File: src/rtl/tone_period_decoder.sv
// Tone period decoder: measures, locks onto and tracks the period of a
// 1-bit square-wave audio stream, and flags silence between notes.
module tone_period_decoder #(
  parameter int unsigned CNT_WIDTH      = 16,
  parameter int unsigned MIN_PERIOD     = 16,
  parameter int unsigned TOLERANCE      = 2,
  parameter int unsigned STABLE_PERIODS = 2,
  parameter int unsigned SILENCE_CYCLES = 50000
) (
  input  logic                 clock,
  input  logic                 reset,
  input  logic                 audio_in,
  output logic [CNT_WIDTH-1:0] period_out,
  output logic                 period_valid,
  output logic                 locked,
  output logic                 silence
);

  localparam int unsigned MATCH_W = (STABLE_PERIODS < 1) ? 1 : $clog2(STABLE_PERIODS + 1);

  localparam logic [1:0] S_IDLE    = 2'd0;
  localparam logic [1:0] S_ACQUIRE = 2'd1;
  localparam logic [1:0] S_LOCKED  = 2'd2;

  localparam logic [CNT_WIDTH-1:0] CNT_ONE = CNT_WIDTH'(1);
  localparam logic [CNT_WIDTH-1:0] CNT_MIN = CNT_WIDTH'(MIN_PERIOD);
  localparam logic [CNT_WIDTH-1:0] CNT_SIL = CNT_WIDTH'(SILENCE_CYCLES);
  localparam logic [CNT_WIDTH-1:0] CNT_SM1 = CNT_WIDTH'(SILENCE_CYCLES - 1);
  localparam logic [CNT_WIDTH:0]   TOL_W   = (CNT_WIDTH + 1)'(TOLERANCE);
  localparam logic [MATCH_W-1:0]   M_ONE   = MATCH_W'(1);
  localparam logic [MATCH_W-1:0]   M_LOCK  = MATCH_W'(STABLE_PERIODS);

  logic                 sync1, sync2, prev;
  logic [1:0]           fill;
  logic                 edge_c, accept_c, last_hit_c, lock_hit_c;
  logic [MATCH_W-1:0]   match_new_c;

  logic [1:0]           state_q, state_d;
  logic [CNT_WIDTH-1:0] counter_q, counter_d;
  logic [MATCH_W-1:0]   match_q, match_d;
  logic [CNT_WIDTH-1:0] last_q, last_d;
  logic [CNT_WIDTH-1:0] period_d;
  logic                 locked_d, valid_d, silence_d;

  // Unsigned absolute difference one bit wider than the operands so it never wraps.
  function automatic logic [CNT_WIDTH:0] absdiff(input logic [CNT_WIDTH-1:0] a,
                                                 input logic [CNT_WIDTH-1:0] b);
    logic [CNT_WIDTH:0] d;
    d = {1'b0, a} - {1'b0, b};
    return d[CNT_WIDTH] ? ({1'b0, b} - {1'b0, a}) : d;
  endfunction

  // Two-flop synchronizer plus previous-value flop; fill arms edge detection
  // only once sync2 and prev both hold real samples taken after reset.
  always_ff @(posedge clock or posedge reset) begin
    if (reset) begin
      sync1 <= 1'b0;
      sync2 <= 1'b0;
      prev  <= 1'b0;
      fill  <= 2'd0;
    end else begin
      sync1 <= audio_in;
      sync2 <= sync1;
      prev  <= sync2;
      if (fill != 2'd3) fill <= fill + 2'd1;
    end
  end

  // Edge qualification and period comparisons against the current counter value.
  assign edge_c      = (fill == 2'd3) && sync2 && !prev;
  assign accept_c    = edge_c && (counter_q >= CNT_MIN);
  assign last_hit_c  = (last_q != '0) && (absdiff(counter_q, last_q) <= TOL_W);
  assign lock_hit_c  = absdiff(counter_q, period_out) <= TOL_W;
  assign match_new_c = last_hit_c ? (match_q + M_ONE) : '0;

  // State register and registered outputs.
  always_ff @(posedge clock or posedge reset) begin
    if (reset) begin
      state_q      <= S_IDLE;
      counter_q    <= '0;
      match_q      <= '0;
      last_q       <= '0;
      period_out   <= '0;
      locked       <= 1'b0;
      period_valid <= 1'b0;
      silence      <= 1'b0;
    end else begin
      state_q      <= state_d;
      counter_q    <= counter_d;
      match_q      <= match_d;
      last_q       <= last_d;
      period_out   <= period_d;
      locked       <= locked_d;
      period_valid <= valid_d;
      silence      <= silence_d;
    end
  end

  // Next-state, counter and output decode.
  always_comb begin
    state_d   = state_q;
    counter_d = (counter_q >= CNT_SIL) ? CNT_SIL : (counter_q + CNT_ONE);
    match_d   = match_q;
    last_d    = last_q;
    period_d  = period_out;
    locked_d  = locked;
    valid_d   = 1'b0;
    silence_d = 1'b0;

    case (state_q)
      S_IDLE: begin
        if (edge_c) begin
          counter_d = CNT_ONE;
          match_d   = '0;
          last_d    = '0;
          state_d   = S_ACQUIRE;
        end
      end

      S_ACQUIRE: begin
        if (accept_c) begin
          counter_d = CNT_ONE;
          last_d    = counter_q;
          match_d   = match_new_c;
          if (match_new_c == M_LOCK) begin
            state_d  = S_LOCKED;
            period_d = counter_q;
            locked_d = 1'b1;
            valid_d  = 1'b1;
          end
        end else if (counter_q == CNT_SM1) begin
          state_d   = S_IDLE;
          match_d   = '0;
          period_d  = '0;
          locked_d  = 1'b0;
          silence_d = 1'b1;
        end
      end

      S_LOCKED: begin
        if (accept_c) begin
          counter_d = CNT_ONE;
          if (!lock_hit_c) begin
            state_d  = S_ACQUIRE;
            locked_d = 1'b0;
            period_d = '0;
            last_d   = counter_q;
            match_d  = '0;
          end
        end else if (counter_q == CNT_SM1) begin
          state_d   = S_IDLE;
          match_d   = '0;
          period_d  = '0;
          locked_d  = 1'b0;
          silence_d = 1'b1;
        end
      end

      default: begin
        state_d  = S_IDLE;
        period_d = '0;
        locked_d = 1'b0;
      end
    endcase
  end

endmodule
File: config.mk
export PLATFORM = sky130hd
export DESIGN_NAME = tone_period_decoder
export DESIGN_NICKNAME = d
export VERILOG_FILES = /design/src/rtl/tone_period_decoder.sv
export SDC_FILE = /design/constraint.sdc
export NUM_CORES = 1
export LEC_CHECK = 0
export CORE_MARGIN = 5
export CORE_UTILIZATION = 38
export CTS_CLUSTER_DIAMETER = 80
export DETAILED_ROUTE_END_ITERATION = 6
export GPL_TIMING_DRIVEN = 0
export HOLD_SLACK_MARGIN = 0.12
export REMOVE_ABC_BUFFERS = 1
export SETUP_SLACK_MARGIN = 0.5
export SLEW_MARGIN = 20
export SYNTH_ARGS = -nofsm -noshare
export SYNTH_HDL_FRONTEND = slang
export SYNTH_SLANG_ARGS = --single-unit
File: constraint.sdc
create_clock -name clock -period 5.68 [get_ports clock]
set_clock_uncertainty 0.05 [all_clocks]
set_input_delay 1.136 -clock clock [delete_from_list [all_inputs] [get_ports clock]]
set_output_delay 1.136 -clock clock [all_outputs]
set_load 0.1 [all_outputs]
==> results of run 1 <==
[report_power, final]
part / switching (mW) / internal (mW)
clock network: 0.191 / 0.404
registers: 0.0578 / 0.459
logic: 1.27 / 0.850
[cell usage after synthesis (all sizes together), types with 4 or more instances]
cell      n
a31oi     6
clkbuf   12
nand4    12
a21o     21
nor4     13
mux2i    22
a21oi    75
or4       7
o2111ai   4
xnor2    26
nor3     23
o21a     10
xor2      4
a22o     16
fa        4
o21bai    7
and4      4
a211oi   10
buf      27
nor2b     8
nand3    24
o21ai    36
and2      7
or2       7
inv      66
a211o     7
o31ai     7
and3      8
nor2     42
nand2b    7
dfrtp    60
o211ai    5
a21boi    4
ha       71
nand2    73
[through the flow]
step                instance area, um2  power, mW  setup TNS (ns)  setup WS (ns)
floorplan                         6090       2.07               0          0.610
global placement                  6570       2.53          -0.814        -0.0652
detailed placement                6650       2.55               0          0.205
CTS                               7000       3.18               0          0.532
global route                      7030       3.51               0          0.500
finish                            7030       3.24               0          0.729
[final cells by class]
| cell class | count | area [um2] | area share (%) |
|---|---|---|---|
| sequential | 60 | 1500 | 21.4 |
| timing repair buffer | 26 | 279 | 3.97 |
| clock inverter | 4 | 72.6 | 1.03 |
| multi-input combinational | 613 | 4400 | 62.6 |
| clock buffer | 11 | 253 | 3.59 |
| tap | 220 | 275 | 3.91 |
| inverter | 66 | 250 | 3.56 |
[worst max-delay path, cell delays in order (launching register included)]
cell,delay (ns)
dfrtp_1,0.61
inv_1,0.21
ha_1,0.38
a21oi_1,0.15
a21boi_0,0.20
a211o_1,0.46
nor2_4,0.29
nor2_1,0.09
or4_1,0.47
a221o_1,0.43
nor4_4,0.43
a21oi_1,0.21
or4_2,0.65
a21o_1,0.19
[kinds of logic (layout without fill, tap and decap cells)]
family / Yosys count / in the layout
AND/OR/NAND/NOR: 249 / 249
AO/OA/AOI/OAI: 236 / 236
buffers and inverters: 105 / 107
adder cells (fa/ha/maj): 75 / 75
flip-flops: 60 / 60
XOR/XNOR: 30 / 30
multiplexers: 23 / 23
[sequential cells by signal (all words and copies together), names as in the netlist]
signal        cells
silence           1
state_q           2
period_valid      1
period_out       16
fill              2
counter_q        16
prev              1
last_q           16
sync1             1
locked            1
sync2             1
match_q           2
[repair_timing]
action | 4_1_cts | 5_1_grt
resized for setup | 3 | 9
pin swaps | 2 | 0
setup buffers | 2 | 0
endpoints found under the setup margin | 37 | 33
hold endpoints to repair | 0 | 0
[worst max path at each step]
| stage | end | slack [ns] | cells after the start |
|---|---|---|---|
| 2_1_floorplan | last_q[0] | 0.61 | 13 |
| 3_3_place_gp | period_out[9] | -0.07 | 13 |
| 3_5_place_dp | period_out[12] | 0.20 | 15 |
| 4_1_cts | period_out[12] | 0.53 | 17 |
| 5_1_grt | period_out[12] | 0.50 | 13 |
| 6_report | locked | 0.73 | 13 |
[per-layer routing]
metal / up-vias / part of all wire [%]
met5: - / 0
met4: 0 / 1.7
met3: 25 / 5.5
met2: 176 / 43
met1: 2693 / 50
li1: 2815 / -
==> flow_metrics.env, run 1 <==
export IMPL_drive_gt1_share_pct=6.67
export IMPL_drtAntennaViolNets=0
export IMPL_final_common_cell="a21oi_1"
export IMPL_synth_top_cell_area_share_pct=23.8
export IMPL_cp_max_fo=10
export IMPL_critPathLaunchType="register"
export IMPL_gp_congestion=0.918
export IMPL_outcome="complete, no violations"
export IMPL_min_period_ns=4.95
export IMPL_cts_tree="built"
export IMPL_grtUsageMet1_pct=27.3
export IMPL_worstPathRequired_ns=5.85
export IMPL_busiest_layer="met1"
export IMPL_reg2reg_depth=13
export IMPL_synth_xor_area_share_pct=4.16
export IMPL_synth_top_family_by_area="compound AO/OA/AOI/OAI gates"
export IMPL_cts_buffers=9
export IMPL_grt_overflow=0
export IMPL_max_freq_ghz=0.202
export IMPL_synth_mux_area_share_pct=3.67
export IMPL_grt_pass1_wl_um=29200
export IMPL_grt_util_met2_pct=27.2
export IMPL_maxCapViolCount=0
export IMPL_synth_cell_types=75
export IMPL_cp_startpoint="counter_q[14]"
export IMPL_finalCritPeriodShare_pct=87.2
export IMPL_yosys_area_share_simple_pct=20.5
export IMPL_power_per_cell_area_mw_per_mm2=460
export IMPL_dieArea_mm2=0.0193
export IMPL_critical_path_class="register to register"
export IMPL_place_inst=983
export IMPL_r2r_end="locked"
export IMPL_tightest_slew_ns=0.981
export IMPL_yosysTopAreaCell="dfrtp_1"
export IMPL_numClockSinks=60
export IMPL_synth_async_reset_ratio_pct=100
export IMPL_drt_iter0_markers=458
export IMPL_synthAdderAreaFrac_pct=15.3
export IMPL_grt_pass1_vias=5350
export IMPL_synth_area_mm2=0.00631
export IMPL_routed_via_count=5709
export IMPL_synth_compound_area_share_pct=25.0
export IMPL_vias_per_cell=5.71
export IMPL_worst_skew_pair_late_latency_ns=0.33
export IMPL_ff2ff_setup_slack_ns=0.73
export IMPL_netlist_top_cells_area="dfrtp_1 (24%), ha_1 (14%), a21oi_1 (5.9%)"
export IMPL_rows=47
export IMPL_drc=0
export IMPL_htree_levels=3
export IMPL_final_cell_mix="a21oi_1 (74), nand2_1 (72), ha_1 (71)"
export IMPL_nNetsFinal=854
export IMPL_antenna_cells=0
export IMPL_wl_um=17500
export IMPL_port_buffers=21
export IMPL_syn_area_per_cell_um2=8.12
export IMPL_initial_utilization_pct=38.3
export IMPL_stdcell_count=1000
export IMPL_die_h_um=139
export IMPL_hold_path_depth=0
export IMPL_antenna_found_initial=0
export IMPL_synth_edf_count=0
export IMPL_rsz0062_at_grt="no"
export IMPL_total_leakage_power_nw=3.19
export IMPL_hold_start="sync1"
export IMPL_holdBufCountCts=0
export IMPL_syn_to_final_growth_pct=11.4
export IMPL_vdd_drop_max_uv=180
export IMPL_wl_per_cell_um=17.5
export IMPL_postSynthCellCount=778
export IMPL_clock_path_buffers=2
export IMPL_drt_first_pass_iters=5
export IMPL_reg2reg_from="counter_q[14]"
export IMPL_relSlewSlack_pct=34.4
export IMPL_use_met3_pct=3.86
export IMPL_num_io_pins=22
export IMPL_slew_viol_final=0
export IMPL_clkTransAtPathRegs_ns=0.05
export IMPL_grt_max_degree=51
export IMPL_ys_warn_count=0
export IMPL_fp_dieW_um=139
export IMPL_final_util_pct=42.7
export IMPL_hold_slack_ns=0.302
export IMPL_grt_usage_pct=18.2
export IMPL_setup_viol=0
export IMPL_worst_setup_path_end_kind="register"
export IMPL_hpwlAfterDp_um=13700
export IMPL_cts_root_buf="clkbuf_16"
export IMPL_hold_class="register to register"
export IMPL_synth_seq_area_share_pct=23.8
export IMPL_fill_cells=1695
export IMPL_synth_seq_cells=60
export IMPL_core_area_mm2=0.0165
export IMPL_hold_violations=0
export IMPL_hold_path_end="sync2"
export IMPL_cp_arrival_ns=5.12
export IMPL_synth_ff_type="dfrtp_1"
No activity file was read; power rests on OpenSTA's default activity.
==> run 2: changes to the inputs <==
--- a/config.mk
+++ b/config.mk
@@ -8,6 +8,7 @@
 export CORE_MARGIN = 5
 export CORE_UTILIZATION = 38
 export CTS_CLUSTER_DIAMETER = 80
+export CTS_CLUSTER_SIZE = 16
 export DETAILED_ROUTE_END_ITERATION = 6
 export GPL_TIMING_DRIVEN = 0
 export HOLD_SLACK_MARGIN = 0.12
==> results of run 2 <==
Final layout, timing and power as in run 1 (identical DEF).
